`config.mk`:
```
export PLATFORM = sky130hd
export DESIGN_NAME = module_display_7seg_scan
export DESIGN_NICKNAME = d
export VERILOG_FILES = /design/src/rtl/module_display_7seg_scan.sv
export SDC_FILE = /design/constraint.sdc
export NUM_CORES = 1
export LEC_CHECK = 0
export ABC_AREA = 1
export CAP_MARGIN = 20
export CORE_MARGIN = 4
export CORE_UTILIZATION = 50
export CTS_BUF_LIST = sky130_fd_sc_hd__clkbuf_4
export DETAILED_ROUTE_END_ITERATION = 10
export PLACE_DENSITY_LB_ADDON = 0.1
export SYNTH_ARGS = -nofsm -noshare
export SYNTH_HDL_FRONTEND = slang
export SYNTH_SLANG_ARGS = --single-unit
```
`constraint.sdc`:
```
create_clock -name clk -period 3.43 [get_ports clk]
set_input_delay 0.686 -clock clk [delete_from_list [all_inputs] [get_ports clk]]
set_output_delay 0.686 -clock clk [all_outputs]
set_load 0.005 [all_outputs]
```
`src/rtl/module_display_7seg_scan.sv`:
```
// module_display_7seg_scan
// Time-multiplexed driver for a 4-digit common-anode 7-segment display.
// A 16-bit packed BCD word {d3,d2,d1,d0} is captured on `load`. Each digit
// gets one slot of TICK_DIV cycles. The first BLANK_CYCLES cycles of every
// slot keep all anodes off so the previous digit does not ghost.
// seg, an and digit_sel are registered and lag the internal scan state by
// one cycle.
//
// Optional build macro: DISPLAY_LZ_BLANK_EN
//   defined   : leading-zero suppression (digit 0 is always shown)
//   undefined : all four digits are always shown
//
// Slot phase FSM
//   state    | meaning
//   ST_BLANK | start of a slot; all anodes and segments off
//   ST_SHOW  | rest of the slot; the selected digit is driven

module module_display_7seg_scan #(
   parameter int CLK_FREQ_HZ  = 27000000,
   parameter int REFRESH_HZ   = 1000,
   parameter int BLANK_CYCLES = 16
) (
   input  logic        clk,
   input  logic        rst_n,
   input  logic        load,
   input  logic [15:0] bcd_in,
   output logic [6:0]  seg,
   output logic [3:0]  an,
   output logic [1:0]  digit_sel
);

   localparam int TICK_DIV = CLK_FREQ_HZ / REFRESH_HZ;
   localparam int TW       = (TICK_DIV > 1) ? $clog2(TICK_DIV) : 1;

   localparam logic [TW-1:0] LP_TICK_LAST  = TW'(TICK_DIV - 1);
   // Only meaningful when BLANK_CYCLES > 0; the FSM never looks at it otherwise.
   localparam logic [TW-1:0] LP_BLANK_LAST = TW'(BLANK_CYCLES - 1);
   localparam bit            LP_HAS_BLANK  = (BLANK_CYCLES > 0);

   localparam logic [6:0] LP_SEG_OFF = 7'b1111111;
   localparam logic [3:0] LP_AN_OFF  = 4'b1111;

   typedef enum logic {
      ST_BLANK = 1'b0,
      ST_SHOW  = 1'b1
   } phase_t;

   logic [TW-1:0] r_tick;
   logic [1:0]    r_idx;
   logic [15:0]   r_digits;
   phase_t        r_phase;
   logic [6:0]    r_seg;
   logic [3:0]    r_an;
   logic [1:0]    r_sel;

   logic          w_wrap;
   logic [3:0]    w_nib;
   logic [6:0]    w_seg_dec;
   logic          w_dark;

   // Active-low segment pattern {g,f,e,d,c,b,a}; non-decimal nibbles show a dash.
   function automatic logic [6:0] f_decode(input logic [3:0] d);
      logic [6:0] s;
      case (d)
         4'd0:    s = 7'b1000000;
         4'd1:    s = 7'b1111001;
         4'd2:    s = 7'b0100100;
         4'd3:    s = 7'b0110000;
         4'd4:    s = 7'b0011001;
         4'd5:    s = 7'b0010010;
         4'd6:    s = 7'b0000010;
         4'd7:    s = 7'b1111000;
         4'd8:    s = 7'b0000000;
         4'd9:    s = 7'b0010000;
         default: s = 7'b0111111;
      endcase
      return s;
   endfunction

   assign w_wrap = (r_tick == LP_TICK_LAST);

   // Select the nibble belonging to the slot currently being scanned.
   always_comb begin
      w_nib = r_digits[3:0];
      case (r_idx)
         2'd0:    w_nib = r_digits[3:0];
         2'd1:    w_nib = r_digits[7:4];
         2'd2:    w_nib = r_digits[11:8];
         default: w_nib = r_digits[15:12];
      endcase
   end

   assign w_seg_dec = f_decode(w_nib);

`ifdef DISPLAY_LZ_BLANK_EN
   // A slot is dark when it and every more-significant digit are zero.
   always_comb begin
      w_dark = 1'b0;
      case (r_idx)
         2'd3:    w_dark = (r_digits[15:12] == 4'd0);
         2'd2:    w_dark = (r_digits[15:8]  == 8'd0);
         2'd1:    w_dark = (r_digits[15:4]  == 12'd0);
         default: w_dark = 1'b0;
      endcase
   end
`else
   assign w_dark = 1'b0;
`endif

   // Slot timer and scan index: the tick wraps every TICK_DIV cycles and
   // the index then moves to the next digit.
   always_ff @(posedge clk) begin
      if (!rst_n) begin
         r_tick <= '0;
         r_idx  <= 2'd0;
      end else if (w_wrap) begin
         r_tick <= '0;
         r_idx  <= r_idx + 2'd1;
      end else begin
         r_tick <= r_tick + TW'(1);
      end
   end

   // Digit capture; a load always wins and needs no handshake.
   always_ff @(posedge clk) begin
      if (!rst_n) begin
         r_digits <= 16'h0000;
      end else if (load) begin
         r_digits <= bcd_in;
      end
   end

   // Slot phase FSM with registered drives. The drives are computed from the
   // pre-edge phase, index and digit word, which gives the fixed one-cycle lag.
   always_ff @(posedge clk) begin
      if (!rst_n) begin
         if (LP_HAS_BLANK) r_phase <= ST_BLANK;
         else              r_phase <= ST_SHOW;
         r_seg <= LP_SEG_OFF;
         r_an  <= LP_AN_OFF;
         r_sel <= 2'd0;
      end else begin
         case (r_phase)
            ST_BLANK: begin
               if (r_tick == LP_BLANK_LAST) r_phase <= ST_SHOW;
            end
            default: begin
               if (w_wrap && LP_HAS_BLANK) r_phase <= ST_BLANK;
            end
         endcase

         r_sel <= r_idx;
         if ((r_phase == ST_SHOW) && !w_dark) begin
            r_an  <= ~(4'b0001 << r_idx);
            r_seg <= w_seg_dec;
         end else begin
            r_an  <= LP_AN_OFF;
            r_seg <= LP_SEG_OFF;
         end
      end
   end

   assign seg       = r_seg;
   assign an        = r_an;
   assign digit_sel = r_sel;

endmodule

```
# == Word level (Yosys, flattened, before mapping) ==
# Memory sizes are Yosys's and may differ from the RTL's. A register that Yosys moved wholly into a read port is not among the register bits.
# Cells that the tools add are included.
# word_totals
out_inout_bits,13
register_bits,40
memories,1
romBits,112
word_cells,24
# classes
bitwise_logic,2
muxes,4
shifts,1
reduce_logical,4
n_eq_ne,4
add_sub_neg,2
# mem_list
memory,words,word_bits,rd,rd_ports_with_merged_regs,wr,line,rtl
(name not given),16,7,1,1,0,64,case (d)
# ops
cell,n
$add 15x1->15 const B,1
$eq 15x15->1 const B,1
$eq 15x4->1 const B,1
$pmux 4 s3,1
$not 4->4,1
$shl 1x2->4 const A,1
$mux 1,3
$add 2x1->2 const B,1
$eq 2x1->1 const B,1
$eq 2x2->1 const B,1
$logic_not 2->1,1
$reduce_and 2->1,1
$reduce_or 2->1,1
$logic_not 1->1,1
$not 1->1,1

# == Logic depth before layout (Yosys ltp) ==
# logic_depth
ltp_word,3
ltp_mapped,11
mapped_depth_nobuf,11

# == Worst setup path before layout ==
# OpenSTA, ideal clock, no wires.
# synth_path
path_kind,flip-flop to flip-flop
start,register r_idx[0]
end,"register r_seg[3], in the netlist seg[3]"
path_slack_ns,1.786
arrival_ns,1.585
path_buffers,0
stages_incl_launch_ff,12
setup_ns,0.058
required_ns,3.372
path_cell_list,dfxtp_1 -> inv_1 -> ha_1 -> nand2_1 -> nand2_1 -> o21bai_1 -> ha_1 -> inv_1 -> nand2_1 -> nand2_1 -> nand2_1 -> nand2_1
# synth_via
elab_chain_len,2
word_cells_on_any_way,4
classes_between,eq/ne: 2; mux: 1; reduce/logical: 1
# synth_lines
item,line,rtl
start: declaration,49,logic [1:0] r_idx;
start signal: assignment,118,r_idx <= r_idx + 2'd1;
$eq 2x2->1 (tied with other cells),85,case (r_idx)
$pmux 4 s3 (*),85,
end: declaration,52,logic [6:0] r_seg;
# Mark *: on every way between the ends. The rest lies on a longest branch, timed or not.
# A chain may end at the register's enable or synchronous reset.

==> run metrics <==
DR pass1 iterations 4; Final Setup Violations 0; die area roughly 5600 um2; Total Power 0.9234 mW; Area growth syn-to-layout 17.52%; pin count of the biggest net entering global routing 25; Syn Nets approximately 330; sw frac 0.2436; clk sinks 47; Routed WL per cell 11.51 um; sequential cell area fraction in the yosys report 0.4222; post-placement cell count 377; cts hold-fix bufs 0; CP top delay family buffers and inverters; Setup WS pre-CTS 1.044 ns; CP max stage delay between 0.9 and 1 ns; CP max stage cell clkdlybuf4s50_1; post-synthesis instance area 2228 um2; fraction of the cycle the final worst path needs 0.5824; WP data arrival 2.30 ns; fmax 500.6 MHz; clk buf depth 2; GR Util All Layers 0.1706; crit-path cells clkdlybuf4s50_1, inv_1, nor4_1, nand3_1, o21ai_0; CTS tree built; Slew Viols, Final 0; Root Buffer clkbuf_4; Cell variety after synth 30; #FFs+latches synth 47; Final Net Count 360; Yosys warning count 0; Setup CP Type in2reg; Core Area 4324 um2; Setup Fix Bufs, Post-CTS 0; initial antenna violation count 0; leak pwr 1.079 nW; WL final 4.432 mm; vias in the first global route 1677; # H-tree levels 2; layout cells sized above 1 0.1201; clock-pin slew on the worst setup and hold paths 0.13 ns; antenna diode instance count 0; Avg Cell Area, Syn 7.428 um2; Hold Vio Cnt, Final 0; post-route non-filler standard cell count 385; Cell Area, Placed 2561 um2; Post-Syn Instances 300; antenna-violating nets left 0; CP Buf/Inv Count 2; Peak VDD IR between 0.2 and 0.3 mV; Initial Util 0.5153; # rows 24; required time worst endpoint 3.73 ns; CTS buffer count 5; I/O pins 32; status completed; share of power burned in registers 0.617; max_slew headroom 0.4795; hpwl dp roughly 3.3 mm; pwr dens approximately 350 nW/um2; clock network power share 0.287; RSZ-0062 raised after global routing no; Tmin final between 1.5 and 2 ns; worst min path class reg2reg; 1st-iter DRT viols 71; Design Area, Final 2619 um2; via/cell ratio 4.930; Routability Congestion 0.8416; Chip Height 74.76 um; Vias 1898; port bufs 31; first-pass GRT wire length 7.396 mm; Die Wd 74.76 um; Final WS setup 1.432 ns; maxcap violations 0; Worst-Skew Late Latency 0.36 ns; Logic pwr share 0.096; Worst Tran Pin Value 0.7783 ns; grt ovf 0; post-CTS resize count 0; startpoint types input port; DRC 0; final setup skew 0.009705 ns; Int Power ~0.7 mW; Critical Path Sink Type flop; setup total negative slack 0 ns; Net Switching 0.2250 mW; CP Max Fanout 24
-- Yosys cell counts (all sizes together) --
cell / count / area (um2)
or2: 1 / 8.760
nand3: 19 / 100.1
buf: 3 / 31.28
nor3: 8 / 51.30
nand2: 74 / 297.8
clkbuf: 3 / 11.26
o21ai: 22 / 125.1
dfxtp: 47 / 940.9
ha: 9 / 112.6
a21oi: 13 / 98.85
clkinv: 1 / 3.750
inv: 29 / 108.9
nor4: 1 / 6.260
xnor2: 1 / 8.760
nand4: 10 / 62.56
o21bai: 2 / 26.28
nor2: 57 / 234.0
-- layout make-up --
cell class | instances | area [um2]
Fill cell | 445 | 1705
Inverter | 30 | 112.6
Multi-Input combinational cell | 217 | 1132
Tap cell | 52 | 65.06
Clock buffer | 7 | 52.55
Clock inverter | 1 | 5.005
Sequential cell | 47 | 940.9
Timing Repair Buffer | 31 | 310.3
-- flip-flops by register name, indices dropped and copies added (netlist names) --
name and count:
digit_sel 2, r_phase 1, an 4, r_idx 2
seg 7, r_digits 16, r_tick 15
-- logic make-up after synthesis --
logic type	synth area share
buffers and inverters	0.06962
adder cells (fa/ha/maj)	0.05053
flip-flops	0.4222
XOR/XNOR	0.003931
AO/OA/AOI/OAI	0.1123
AND/OR/NAND/NOR	0.3414
-- power by group through the flow --
stage          Clock (mW)  Combinational, mW  Sequential (mW)
6_report            0.265             0.0889            0.570
5_1_grt             0.291              0.102            0.572
4_1_cts             0.276             0.0893            0.570
2_1_floorplan           0             0.0590            0.580
3_5_place_dp            0             0.0887            0.582
3_3_place_gp            0             0.0881            0.582
-- through the flow --
step	hold WS [ns]	util
finish	0.4731	0.6056
global route	0.5063	0.6056
CTS	0.4745	0.6056
detailed placement	0.4442	0.5923
global placement	0.4383	0.5923
floorplan	0.4274	-
-- routing by layer --
| metal | part of all wire | vias to the layer above | GRT usage |
|---|---|---|---|
| li1 | - | 1028 | - |
| met1 | 0.47 | 826 | 0.2030 |
| met2 | 0.47 | 35 | 0.2917 |
| met3 | 0.048 | 9 | 0.04272 |
| met4 | 0.019 | 0 | 0.07312 |
| met5 | 0 | - | 0 |
-- layout by cell type, fill, tap and decap left out, drive strengths merged --
cell and count:
nand2 74, nand4 10, nor3 8, or2 1
inv 29, o21bai 2, clkbuf 7, ha 9
xnor2 1, clkdlybuf4s50 31, o21ai 22, nor4 1
a21oi 13, nor2 57, nand3 19, clkinv 2
dfxtp 47
-- worst paths after layout --
path | slack, ns | cells after the start | end | startpoint
hold / removal | 0.47 | 1 | r_tick[0]$_SDFF_PP0_ | r_tick[0]$_SDFF_PP0_
hold reg to reg | 0.47 | 1 | r_tick[0]$_SDFF_PP0_ | r_tick[0]$_SDFF_PP0_
setup / recovery | 1.43 | 5 | r_phase$_SDFF_PN0_ | rst_n
setup reg to reg | 1.44 | 11 | seg[3]$_SDFF_PN1_ | r_idx[0]$_SDFFE_PN0N_
Power figures use the tool's default switching activity.
